==> src/rtl/pipe_mux_tree_if.sv <==
// pipe_mux_tree_if -- handshake bundle for the pipelined N:1 mux tree.
//
// Signals (N = 2**SEL_W):
//   flush      producer -> mux   synchronous clear of all in-flight items
//   in_valid   producer -> mux   din/sel are valid this cycle
//   in_ready   mux -> producer   mux accepts the input this cycle
//   sel        producer -> mux   channel index, SEL_W bits
//   din        producer -> mux   N*WIDTH flattened inputs, channel k = din[k*WIDTH +: WIDTH]
//   out_valid  mux -> consumer   dout/out_sel are valid
//   out_ready  consumer -> mux   consumer accepts dout this cycle
//   dout       mux -> consumer   selected channel data
//   out_sel    mux -> consumer   select value that produced dout
//
// master: the side that feeds inputs and consumes results.
// slave:  the mux itself.
interface pipe_mux_tree_if #(
    parameter int WIDTH = 32,
    parameter int SEL_W = 3
);
    localparam int N = 1 << SEL_W;

    logic                 flush;
    logic                 in_valid;
    logic                 in_ready;
    logic [SEL_W-1:0]     sel;
    logic [N*WIDTH-1:0]   din;
    logic                 out_valid;
    logic                 out_ready;
    logic [WIDTH-1:0]     dout;
    logic [SEL_W-1:0]     out_sel;

    modport master (
        output flush, in_valid, sel, din, out_ready,
        input  in_ready, out_valid, dout, out_sel
    );

    modport slave (
        input  flush, in_valid, sel, din, out_ready,
        output in_ready, out_valid, dout, out_sel
    );
endinterface

==> src/rtl/pipe_mux_tree.sv <==
// pipe_mux_tree -- parametrised N:1 mux (N = 2**SEL_W) built as a binary tree
// of 2:1 levels with a register stage after every level. Depth = SEL_W.
//
// Ports:
//   clk    rising-edge clock
//   rst_n  asynchronous active-low reset (clears valids, data and selects)
//   bus    pipe_mux_tree_if.slave: flush, in_valid/in_ready, sel, din,
//          out_valid/out_ready, dout, out_sel
//
// Level i steers with sel bit i (LSB first); the full select travels down the
// pipe alongside the data so out_sel can attribute each result. The whole
// pipe advances together (global stall, bubbles are not collapsed).

// One tree node: 2:1 mux followed by its stage register.
module pipe_mux_tree_node #(
    parameter int WIDTH = 32
) (
    input  logic             clk,
    input  logic             rst_n,
    input  logic             en,
    input  logic             s,
    input  logic [WIDTH-1:0] a,
    input  logic [WIDTH-1:0] b,
    output logic [WIDTH-1:0] q
);
    always_ff @(posedge clk or negedge rst_n) begin
        if (!rst_n)  q <= '0;
        else if (en) q <= s ? b : a;
    end
endmodule

module pipe_mux_tree #(
    parameter int WIDTH = 32,
    parameter int SEL_W = 3
) (
    input  logic             clk,
    input  logic             rst_n,
    pipe_mux_tree_if.slave   bus
);
    localparam int N = 1 << SEL_W;

    logic [SEL_W-1:0]            vld_pipe;
    logic [SEL_W-1:0][SEL_W-1:0] sel_q;
    // All tree nodes, level by level: level i starts at N - (N >> i)
    // and holds N >> (i+1) entries. The root is the last entry.
    logic [N-2:0][WIDTH-1:0]     node_q;
    logic                        adv;

    // Depends only on the output valid register and out_ready, never on in_valid.
    assign adv          = !vld_pipe[SEL_W-1] || bus.out_ready;
    assign bus.in_ready = adv;

    always_ff @(posedge clk or negedge rst_n) begin
        if (!rst_n) begin
            vld_pipe <= '0;
            sel_q    <= '0;
        end else begin
            // Select echo is a data register: it loads on adv even during flush.
            if (adv) begin
                sel_q[0] <= bus.sel;
                for (int i = 1; i < SEL_W; i++) sel_q[i] <= sel_q[i-1];
            end
            // flush wins over adv and also drops the input offered this cycle.
            if (bus.flush) begin
                vld_pipe <= '0;
            end else if (adv) begin
                vld_pipe[0] <= bus.in_valid;
                for (int i = 1; i < SEL_W; i++) vld_pipe[i] <= vld_pipe[i-1];
            end
        end
    end

    for (genvar i = 0; i < SEL_W; i++) begin : g_lvl
        localparam int M    = N >> (i + 1);
        localparam int OFF  = N - (N >> i);
        localparam int OFFP = OFF - 2 * M;   // start of previous level
        for (genvar j = 0; j < M; j++) begin : g_node
            logic [WIDTH-1:0] a, b;
            logic             s;
            if (i == 0) begin : g_in
                assign a = bus.din[(2*j)*WIDTH   +: WIDTH];
                assign b = bus.din[(2*j+1)*WIDTH +: WIDTH];
                assign s = bus.sel[0];
            end else begin : g_mid
                // Select comes from the echo registered alongside the previous level.
                assign a = node_q[OFFP + 2*j];
                assign b = node_q[OFFP + 2*j + 1];
                assign s = sel_q[i-1][i];
            end
            pipe_mux_tree_node #(.WIDTH(WIDTH)) u_node (
                .clk   (clk),
                .rst_n (rst_n),
                .en    (adv),
                .s     (s),
                .a     (a),
                .b     (b),
                .q     (node_q[OFF + j])
            );
        end
    end

    assign bus.out_valid = vld_pipe[SEL_W-1];
    assign bus.dout      = node_q[N-2];
    assign bus.out_sel   = sel_q[SEL_W-1];
endmodule

==> src/flat_wrapper.sv <==
// flat-port wrapper written by rule: the top's interface ports become plain ports
module pipe_mux_tree_flat 
#(
    parameter int WIDTH = 32,
    parameter int SEL_W = 3
)
  (clk, rst_n, bus_flush, bus_in_valid, bus_sel, bus_din, bus_out_ready, bus_in_ready, bus_out_valid, bus_dout, bus_out_sel);
  pipe_mux_tree_if #(.WIDTH(WIDTH), .SEL_W(SEL_W)) bus_i ();
  input  logic clk;
  input  logic rst_n;
  input wire logic [$bits(bus_i.flush)-1:0] bus_flush;
  input wire logic [$bits(bus_i.in_valid)-1:0] bus_in_valid;
  input wire logic [$bits(bus_i.sel)-1:0] bus_sel;
  input wire logic [$bits(bus_i.din)-1:0] bus_din;
  input wire logic [$bits(bus_i.out_ready)-1:0] bus_out_ready;
  output wire logic [$bits(bus_i.in_ready)-1:0] bus_in_ready;
  output wire logic [$bits(bus_i.out_valid)-1:0] bus_out_valid;
  output wire logic [$bits(bus_i.dout)-1:0] bus_dout;
  output wire logic [$bits(bus_i.out_sel)-1:0] bus_out_sel;
  assign bus_i.flush = bus_flush;
  assign bus_i.in_valid = bus_in_valid;
  assign bus_i.sel = bus_sel;
  assign bus_i.din = bus_din;
  assign bus_i.out_ready = bus_out_ready;
  assign bus_in_ready = bus_i.in_ready;
  assign bus_out_valid = bus_i.out_valid;
  assign bus_dout = bus_i.dout;
  assign bus_out_sel = bus_i.out_sel;
  pipe_mux_tree #(.WIDTH(WIDTH), .SEL_W(SEL_W)) u_core (.clk(clk), .rst_n(rst_n), .bus(bus_i));
endmodule
==> config.mk <==
export PLATFORM = sky130hd
export DESIGN_NAME = pipe_mux_tree_flat
export DESIGN_NICKNAME = d
export VERILOG_FILES = /design/src/rtl/pipe_mux_tree_if.sv /design/src/rtl/pipe_mux_tree.sv /design/src/flat_wrapper.sv
export SDC_FILE = /design/constraint.sdc
export NUM_CORES = 1
export LEC_CHECK = 0
export CORE_MARGIN = 5
export CORE_UTILIZATION = 52
export CTS_CLUSTER_DIAMETER = 30
export DETAILED_ROUTE_END_ITERATION = 16
export HOLD_SLACK_MARGIN = 0.05
export PLACE_DENSITY = 0.86
export REMOVE_ABC_BUFFERS = 1
export SYNTH_ARGS = -nofsm -noshare
export SYNTH_HDL_FRONTEND = slang
export SYNTH_SLANG_ARGS = --single-unit
==> constraint.sdc <==
create_clock -name clk -period 2.33 [get_ports clk]
set_clock_uncertainty 0.05 [all_clocks]
set_input_delay 0.3495 -clock clk [delete_from_list [all_inputs] [get_ports clk]]
set_output_delay 0.3495 -clock clk [all_outputs]
set_load 0.005 [all_outputs]
==> results by group, run 1 <==
Placed design
  – GP Congestion: 0.7843
  – DP HPWL: around 18000 um
  – I/O Buffers: 300

Clocking
  – TritonCTS buffer count: 42
  – CTS Buffer Depth: 3
  – CTS tree: yes
  – H-tree levels: 2
  – Clock sinks: 236
  – Clk_lat worst skew: roughly 0.50 ns
  – CTS clock-pin slew for the worst setup and hold paths: approximately 0.04 ns
  – Root Buffer: clkbuf_16
  – Post-CTS Setup Inserts: 0

Critical path
  – Setup crit end kind: output port
  – Critical path class: register to output port
  – CP Data Required Time: around 1.9 ns
  – Max FO, Critical Path: 3
  – Worst EP arrival: 1.59 ns
  – R2R cell count: 3
  – Critical Path Source Type: register

Timing
  – Period utilization: 85.58%
  – Fin crit period: 1.994 ns
  – Count of pins over their slew limit: 0
  – Slew @ Worst Pin: 0.5764 ns
  – Setup TNS: 0 ns
  – Fmax: 501.5 MHz
  – Max_slew headroom: 61.57%
  – Final setup vio count: 0
  – RSZ-0062 raised after global routing: false
  – Fin. Hold Viols: 0

Route
  – Drt wl/cell: 16.12 um
  – TritonRoute pass-1 iters: 5
  – WL final: 26310 um
  – Antenna Violating Nets Remaining: 0
  – DRC Markers: 0
  – Post-DR vias/cell: 5.118
  – Initial drt markers: 453
  – Routed via count: ~8400

Logic synthesis
  – Largest cells by area after synthesis: dfrtp_1, mux2i_1, nand2_1, o21ai_1, buf_6
  – Post-Synth Simple-Gate Area: 8.930%
  – Synth Area in Compound Gates: 10.32%
  – Cell count after synthesis: 1027
  – Synth top area share: between 50% and 60%
  – Post-Synth XOR/XNOR Area: 0%
  – Adder-cell share of the synthesized area: 0%
  – Sequential fraction of the synthesis area: 53.90%
  – Yosys warnings: 0
  – Most used standard cell by instance count after synthesis: nand2_1
  – Distinct cells, synth: 15
  – Largest area contributor in the netlist: dfrtp_1
  – Syn avg cell area: roughly 11 um^2
  – Synth Flop Type: dfrtp_1
  – List of most frequent post-synthesis cells: nand2_1, dfrtp_1, mux2i_1, o21ai_1, buf_6
  – Mapped cell area: 0.01096 mm^2
  – Combinational family with the most area after synthesis: multiplexers
  – EDFF count, synth: 0
  – Async set or reset register ratio after synthesis: 100.0%
  – Synthesized flop and latch total: between 200 and 250
  – Mux cell area share after synthesis: 20.46%

Global routing
  – Largest net degree at the start of global routing: 119
  – Met2 usage: 39.70%
  – Number of antenna violations at the first check in global routing: 0
  – Number of global-route vias before repair: 8832
  – Congestion Overflow GR: 0
  – Met1 Use GR: 25.07%
  – Met3 usage in global routing: 4.729%
  – Total track usage: a little over a fifth
  – First-pass GRT wire length: 42760 um
  – GRT Max-Usage Layer: met2

Floorplan
  – Die height: between 150 and 200 um
  – DIE WIDTH: roughly 160 um
  – # rows: 53
  – Die Area: 0.02407 mm^2
  – Core region area: 0.02089 mm^2
  – Initial Util: 52.45%
  – I/O pin cnt: 301

Power and ir drop
  – Pwr dens: between 800 and 900 mW/mm^2
  – LEAKAGE: 6.739 nW
  – Worst IR Drop VDD: 0.4604 mV

Job
  – MaxCap Viol Count: 0

Finish
  – P&R area growth vs syn: 42.09%
  – Diodes inserted: 0
  – Layout cells sized above 1: 7.885%
  – Final Net Count: 1587
  – Final Core Density: 74.53%

Worst hold path
  – WHS Path Cells: 3
  – Hold Path Class: primary input to register

Outcome
  – Status: complete, no violations
## area by class of cell
class,instances,area [um^2]
inverters,1,3.754
clock inverters,21,327.8
well taps,275,344.1
repair buffers,334,3430
multi-input cells,708,4352
fillers,1410,5320
flip-flops and latches,236,5911
clock buffers,57,1201
## metrics by stage
step	hold slack [ns]	instances	power (mW)	cell area (um^2)	worst slack [ns]
6_report	0.3492	1632	12.99	15570	0.3361
5_1_grt	0.3416	1632	13.55	15570	0.2388
4_1_cts	0.3345	1632	13.12	15570	0.3129
3_5_place_dp	0.3113	1553	6.594	14030	0.3594
3_3_place_gp	0.3068	1553	6.503	14030	0.4006
2_1_floorplan	0.003909	945	5.511	10260	-4.472
## placed cells by master (no fill, tap or decap)
master | synthesis | layout
clkdlybuf4s50_1 | 0 | 298
nand2_1 | 255 | 255
dfrtp_1 | 236 | 234
mux2i_1 | 224 | 224
o21ai_1 | 191 | 191
clkbuf_16 | 0 | 45
o21ai_0 | 33 | 33
buf_4 | 11 | 20
buf_12 | 0 | 13
clkbuf_1 | 6 | 9
bufinv_16 | 0 | 8
clkinv_2 | 0 | 6
clkinv_4 | 0 | 3
clkbuf_8 | 0 | 3
clkinvlp_4 | 0 | 3
a21oi_1 | 2 | 2
nor2_1 | 2 | 2
nor2b_4 | 1 | 1
inv_1 | 1 | 1
inv_6 | 0 | 1
dlygate4sd3_1 | 0 | 1
buf_6 | 42 | 1
buf_8 | 0 | 1
dfrtp_4 | 0 | 1
dfrtp_2 | 0 | 1
## cell families (layout without fill, tap and decap cells)
family          after synthesis  after routing
buf+inv                      83            413
flops                       236            236
compound gates              226            226
simple gates                258            258
mux                         224            224
## worst max-delay path, cell delays in order (launching register included)
cell	delay, ns
dfrtp_1	0.35
nor2b_4	0.23
inv_1	0.08
clkdlybuf4s50_1	0.44
## routing by layer
layer  wire length (um)  vias to the layer above
met5                  0                        -
met3               1705                       57
li1                   -                     4121
met4                813                        0
met1               9918                     3924
met2              13880                      251
## what timing repair did
item | in CTS | in global routing
endpoints found under the hold margin | 69 | 0
hold buffers | 1 | 0
resized for setup | 0 | 0
## power breakdown
group          internal [mW]  total, mW  switching, mW
clock                   4.50       6.46           1.96
combinational          0.995       1.67          0.672
sequential              4.58       4.87          0.285
## sequential cells by signal, indices dropped and copies added (netlist names)
register / cells
u_core.vld_pipe: 3
u_core.g_lvl.g_node.s: 2
u_core.g_lvl.g_node.u_node.q: 224
u_core.bus.out_sel: 3
u_core.sel_q: 4
## final timing paths
check / slack, ns / to / from
max reg2reg: 0.72 / u_core.g_lvl[1].g_node[1].u_node.q[23] / u_core.g_lvl[1].g_node[0].s
min reg2reg: 0.41 / u_core.bus.out_sel[0] / u_core.bus.out_sel[0]
min in group asynchronous: 0.38 / u_core.g_lvl[0].g_node[2].u_node.q[22] / rst_n
min: 0.35 / u_core.sel_q[2] / bus_sel[2]
max: 0.34 / bus_in_ready / u_core.vld_pipe[2]
max in group asynchronous: 1.17 / u_core.g_lvl[2].g_node[0].u_node.q[8] / rst_n
(Power assumes the default switching activity.)
==> run 2, diff against run 1 <==
CTS_CLUSTER_DIAMETER = unset   (was 30)
CTS_CLUSTER_SIZE = 8   (was unset)
==> results by group, run 2 (synthesis results as in run 1) <==
Outcome
  – Status: complete, no violations

Timing
  – Setup TNS: 0 ns (unchanged)
  – Max_slew headroom: 61.20% (-0.37 points)
  – Fmax: 506.7 MHz (+1.0%)
  – Fin. Hold Viols: 0 (unchanged)
  – Count of pins over their slew limit: 0 (unchanged)
  – Slew @ Worst Pin: 0.5820 ns (+0.005557 ns)
  – Hold slack: 0.3529 ns (+0.003728 ns)
  – Fin crit period: 1.974 ns (-0.02038 ns)
  – RSZ-0062 raised after global routing: false
  – Final setup vio count: 0 (unchanged)
  – Period utilization: 84.70% (-0.87 points)

Floorplan
  – I/O pin cnt: 301 (unchanged)
  – Die Area: 0.02407 mm^2 (unchanged)
  – # rows: 53 (unchanged)
  – DIE WIDTH: 155.2 um (unchanged)
  – Initial Util: 52.45% (unchanged)
  – Core region area: 0.02089 mm^2 (unchanged)
  – Die height: 155.2 um (unchanged)

Finish
  – # fillers: 1522 (+7.9%)
  – Multi-input gate area: 0.004352 mm^2 (unchanged)
  – Final Net Count: 1580 (-0.44%)
  – Biggest regs: u_core.g_lvl.g_node.u_node.q x224, u_core.sel_q x4
  – Final Core Density: 71.59% (-2.9 points)
  – Layout cells sized above 1: 5.833% (-2.1 points)
  – Register area: 0.005911 mm^2 (unchanged)
  – Diodes inserted: 0 (unchanged)
  – Non-Filler Instances: 1595 (-2.3%)
  – P&R area growth vs syn: 36.48%
  – Most common cell after layout, fill and taps aside: clkdlybuf4s50_1
  – Max FFs per register: 224 (unchanged)
  – Top reg by flops: u_core.g_lvl.g_node.u_node.q
  – Commonest cells after routing, fill and taps aside: clkdlybuf4s50_1, nand2_1, dfrtp_1

Power and ir drop
  – Tot Pwr: 10.78 mW (-17%)
  – LEAKAGE: 6.449 nW (-4.3%)
  – Pwr dens: 720.8 mW/mm^2 (-14%)
  – Worst IR Drop VDD: 0.4539 mV (-1.4%)

Clocking
  – TritonCTS buffer count: 35 (-17%)
  – Clock sinks: 236 (unchanged)
  – CTS clock-pin slew for the worst setup and hold paths: 0.05 ns (about the same)
  – PostCTS Resize Cnt: 0 (unchanged)
  – CTS Buffer Depth: 3 (unchanged)
  – Clk_lat worst skew: 0.49 ns (about the same)
  – CTS tree: yes
  – H-tree levels: 2 (unchanged)
  – Root Buffer: clkbuf_16

Placed design
  – I/O Buffers: 300 (unchanged)
  – DP HPWL: 18420 um (unchanged)
  – Post-placement cell count: 1553 (unchanged)
  – GP Congestion: 0.7843 (unchanged)

Worst hold path
  – Hold Path Class: primary input to register
  – HP Start: bus_sel[1]

Global routing
  – Number of global-route vias before repair: 8697 (-1.5%)
  – First-pass GRT wire length: 41480 um (-3.0%)
  – Total track usage: 21.06% (-0.73 points)
  – Largest net degree at the start of global routing: 119 (unchanged)
  – Congestion Overflow GR: 0 (unchanged)
  – Number of antenna violations at the first check in global routing: 0 (unchanged)

Critical path
  – Reg-to-reg startpoint: u_core.g_lvl[1].g_node[0].s
  – Critical path origin: u_core.vld_pipe[2]
  – Max incr delay on CP: 0.44 ns (about the same)
  – Critical Path, Cell by Cell: nor2b_4 > inv_1 > clkdlybuf4s50_1
  – Max FO, Critical Path: 3 (unchanged)
  – Critical Path Source Type: register
  – Critical path class: register to output port
  – Slowest cell on crit path: clkdlybuf4s50_1
  – Setup crit end kind: output port
  – Worst EP arrival: 1.57 ns (-0.02 ns)
  – CP Data Required Time: 1.93 ns (about the same)

Route
  – Initial drt markers: 279 (-38%)
  – WL final: 25340 um (-3.7%)
  – Post-DR vias/cell: 5.144 (+0.51%)
  – DRC Markers: 0 (unchanged)
  – TritonRoute pass-1 iters: 4 (-1)
  – Antenna Violating Nets Remaining: 0 (unchanged)
  – Routed via count: 8205 (-1.8%)
  – Drt wl/cell: 15.89 um (-1.5%)

Job
  – MaxCap Viol Count: 0 (unchanged)
## run 2: path summary, 6_finish.rpt
kind,to,cells past startpoint,slack [ns]
worst min register to register,u_core.bus.out_sel[2],2,0.42
max in group asynchronous,u_core.g_lvl[2].g_node[0].u_node.q[31],3,1.17
worst max-delay path,bus_in_ready,3,0.36
worst min-delay path,u_core.g_lvl[1].g_node[0].s,3,0.35
worst max register to register,u_core.g_lvl[1].g_node[0].u_node.q[18],3,0.70
min in group asynchronous,u_core.g_lvl[0].g_node[3].u_node.q[22],2,0.39
## run 2: stage by stage
step / setup slack [ns] / cell area, um^2
after floorplan: -4.472 / 10260
after global placement: 0.4006 / 14030
after detailed placement: 0.3594 / 14030
after CTS: 0.3302 / 14950
after global routing: 0.2649 / 14950
final: 0.3564 / 14950
## run 2: final cells by class
type	count	area share, %
flip-flops and latches	236	39.52
multi-input cells	708	29.10
repair buffers	334	22.93
clock buffers	37	5.907
well taps	275	2.301
clock inverters	4	0.2092
inverters	1	0.02510
## run 2: report_power, final
part	switching, mW	internal, mW	leakage (nW)	total, mW
logic	0.666	0.995	3.23	1.66
clock network	1.60	2.66	0.451	4.26
registers	0.277	4.58	2.77	4.86
## run 2: repair_timing
item	4_1_cts	5_1_grt
buffers inserted	0	0
hold buffers	1	0
endpoints found under the hold margin	69	0
## run 2: critical path, delay by kind of cell (launching register included)
family                 cells  cell delay (ns)
flip-flops                 1             0.35
AND/OR/NAND/NOR            1             0.23
buffers and inverters      2             0.52
## run 2: layer usage
layer | routed length, um | track usage [%] | up-vias
met5 | 0 | 0 | -
met4 | 818 | 7.990 | 0
met3 | 1484 | 4.478 | 55
met2 | 13100 | 38.12 | 233
met1 | 9935 | 24.46 | 3848
li1 | - | - | 4069
==> run 3, diff against run 2 <==
CORE_UTILIZATION = 49   (was 52)
PLACE_DENSITY = 0.82   (was 0.86)
clock period = 2 ns   (was 2.33 ns; I/O delays follow)
==> results by group, run 3 (synthesis results as in run 1) <==
Clocking
  – PostCTS Resize Cnt: 0 (unchanged)
  – CTS tree: yes
  – Post-CTS Setup Inserts: 0 (unchanged)
  – Clock sinks: 236 (unchanged)
  – H-tree levels: 2 (unchanged)
  – CTS Buffer Depth: 3 (unchanged)
  – Root Buffer: clkbuf_16
  – TritonCTS buffer count: 35 (unchanged)
  – Clk_lat worst skew: 0.49 ns (about the same)
  – CTS clock-pin slew for the worst setup and hold paths: 0.05 ns (about the same)

Route
  – Initial drt markers: 349 (+25%)
  – Drt wl/cell: 15.45 um (-2.8%)
  – WL final: 24670 um (-2.7%)
  – Post-DR vias/cell: 5.011 (-2.6%)
  – DRC Markers: 0 (unchanged)
  – TritonRoute pass-1 iters: 4 (unchanged)
  – Routed via count: 8003 (-2.5%)
  – Antenna Violating Nets Remaining: 0 (unchanged)

Critical path
  – Worst R2R End: u_core.g_lvl[1].g_node[0].u_node.q[12]
  – Setup crit end kind: output port
  – Critical Path Source Type: register
  – FF-to-FF setup slack: 0.58 ns (-0.12 ns)
  – Reg-to-reg startpoint: u_core.g_lvl[1].g_node[0].s
  – Worst EP arrival: 1.55 ns (-0.02 ns)
  – Critical Path Stages: 3 (unchanged)
  – Slowest cell on crit path: clkdlybuf4s50_1
  – Critical path class: register to output port
  – Max incr delay on CP: 0.49 ns (+0.05 ns)
  – CP bufs+invs: 2 (unchanged)
  – Max FO, Critical Path: 3 (unchanged)
  – Critical Path, Cell by Cell: nor2b_4 > inv_1 > clkdlybuf4s50_1
  – R2R cell count: 3 (unchanged)
  – Delay-heaviest family, CP: buffers and inverters
  – CP Data Required Time: 1.65 ns (-0.28 ns)

Job
  – MaxCap Viol Count: 0 (unchanged)

Timing
  – Count of pins over their slew limit: 0 (unchanged)
  – Fin. Hold Viols: 0 (unchanged)
  – Max_slew headroom: 65.08% (+3.9 points)
  – Fin crit period: 1.900 ns
  – Final setup vio count: 0 (unchanged)
  – Hold slack: 0.2589 ns (-0.09402 ns)
  – Setup TNS: 0 ns (unchanged)
  – Slew @ Worst Pin: 0.5238 ns (-0.05815 ns)
  – RSZ-0062 raised after global routing: false
  – Period utilization: 95.00%
  – Fmax: between 500 and 600 MHz

Floorplan
  – # rows: 54 (+1.9%)
  – I/O pin cnt: 301 (unchanged)
  – Die Area: 0.02545 mm^2 (+5.7%)
  – Die height: 159.5 um (+2.8%)
  – DIE WIDTH: 159.5 um (+2.8%)
  – Initial Util: 50.05% (-2.4 points)
  – Core region area: 0.02189 mm^2 (+4.8%)

Power and ir drop
  – Logic pwr share: 15.2% (-0.2 points)
  – Pwr dens: 846.8 mW/mm^2 (+17%)
  – Pint: 9.711 mW (+18%)
  – LEAKAGE: 6.438 nW (-0.18%)
  – Tot Pwr: 12.65 mW (+17%)
  – Worst IR Drop VDD: 0.4861 mV (+7.1%)
  – Net Sw Frac: 23.23% (-0.36 points)
  – Sequential power share: 44.5% (-0.6 points)
  – Power share of the clock group: 40.4% (+0.9 points)
  – Sw Pwr: 2.939 mW (+16%)

Worst hold path
  – HP Start: bus_sel[0]
  – WHS Path Cells: 3 (unchanged)
  – Hold Path Class: primary input to register
  – Hold endpoint: u_core.g_lvl[0].g_node[2].u_node.q[24]

Placed design
  – DP HPWL: 18010 um (-2.2%)
  – I/O Buffers: 300 (unchanged)
  – DP Area: 0.01399 mm^2 (-0.29%)
  – GP Congestion: 0.7519 (-4.1%)

Global routing
  – Largest net degree at the start of global routing: 100 (-16%)
  – Total track usage: 19.10% (-2.0 points)
  – Number of antenna violations at the first check in global routing: 0 (unchanged)
  – First-pass GRT wire length: 40790 um (-1.7%)
  – Number of global-route vias before repair: 8456 (-2.8%)
  – Congestion Overflow GR: 0 (unchanged)

Finish
  – Final Net Count: 1577 (-0.19%)
  – Commonest cells after routing, fill and taps aside: clkdlybuf4s50_1, nand2_1, dfrtp_1
  – P&R area growth vs syn: 36.34%
  – Top reg by flops: u_core.g_lvl.g_node.u_node.q
  – Biggest regs: u_core.g_lvl.g_node.u_node.q x224, u_core.sel_q x4
  – Cell area after layout: 0.01494 mm^2 (-0.11%)
  – Most common cell after layout, fill and taps aside: clkdlybuf4s50_1
  – Diodes inserted: 0 (unchanged)
  – Layout cells sized above 1: 5.619% (-0.21 points)
  – Max FFs per register: 224 (unchanged)
  – Final Core Density: 68.24% (-3.4 points)

Outcome
  – Status: complete, no violations
-- run 3: cell count changes in the layout (fill, tap and decap cells not counted), sizes merged --
| cell | change |
|---|---|
| clkinv | -1 |
| bufinv | +1 |
| buf | -3 |
-- run 3: what timing repair did --
action,CTS,global route
hold buffers,1,0
setup endpoints to repair,0,0
endpoints found under the hold margin,48,0
-- run 3: layout make-up --
class,instances,area [um^2]
tap,280,350.3
multi-input combinational,708,4352
clock inverter,4,56.30
timing repair buffer,331,3382
sequential,236,5911
fill,1720,6953
clock buffer,37,883.3
inverter,1,3.754
-- run 3: power by group through the flow --
stage | Clock, mW | Sequential (mW) | Combinational [mW]
after floorplan | 0 | 5.70 | 0.720
after global placement | 0 | 5.67 | 1.89
after detailed placement | 0 | 5.70 | 1.95
after CTS | 5.22 | 5.63 | 1.96
after global routing | 5.45 | 5.70 | 2.11
final | 5.10 | 5.63 | 1.92
-- run 3: through the flow --
stage | std cells | setup WS, ns
finish | 1597 | 0.1000
global route | 1597 | 0.04985
CTS | 1597 | 0.06971
detailed placement | 1555 | 0.1678
global placement | 1555 | 0.2044
floorplan | 945 | -4.802
-- run 3: worst max path at each step --
| stage | startpoint | end | slack [ns] |
|---|---|---|---|
| final | u_core.vld_pipe[2] | bus_in_ready | 0.10 |
| after CTS | u_core.vld_pipe[2] | bus_in_ready | 0.07 |
| after global routing | u_core.vld_pipe[2] | bus_in_ready | 0.05 |
| after floorplan | u_core.vld_pipe[2] | u_core.vld_pipe[0] | -4.80 |
| after detailed placement | bus_out_ready | u_core.g_lvl[2].g_node[0].u_node.q[21] | 0.17 |
| after global placement | bus_out_ready | bus_in_ready | 0.20 |
-- run 3: tightest hold or removal path, cell delays in order --
cell and delay, ns:
buf_6 0.19, mux2i_1 0.19, o21ai_1 0.07
-- run 3: layer usage --
metal / vias to the layer above / GRT usage, % / part of all wire, %
li1: 4070 / - / -
met1: 3690 / 23.83 / 42
met2: 211 / 33.86 / 51
met3: 32 / 4.608 / 6.2
met4: 0 / 3.955 / 1.4
met5: - / 0 / 0
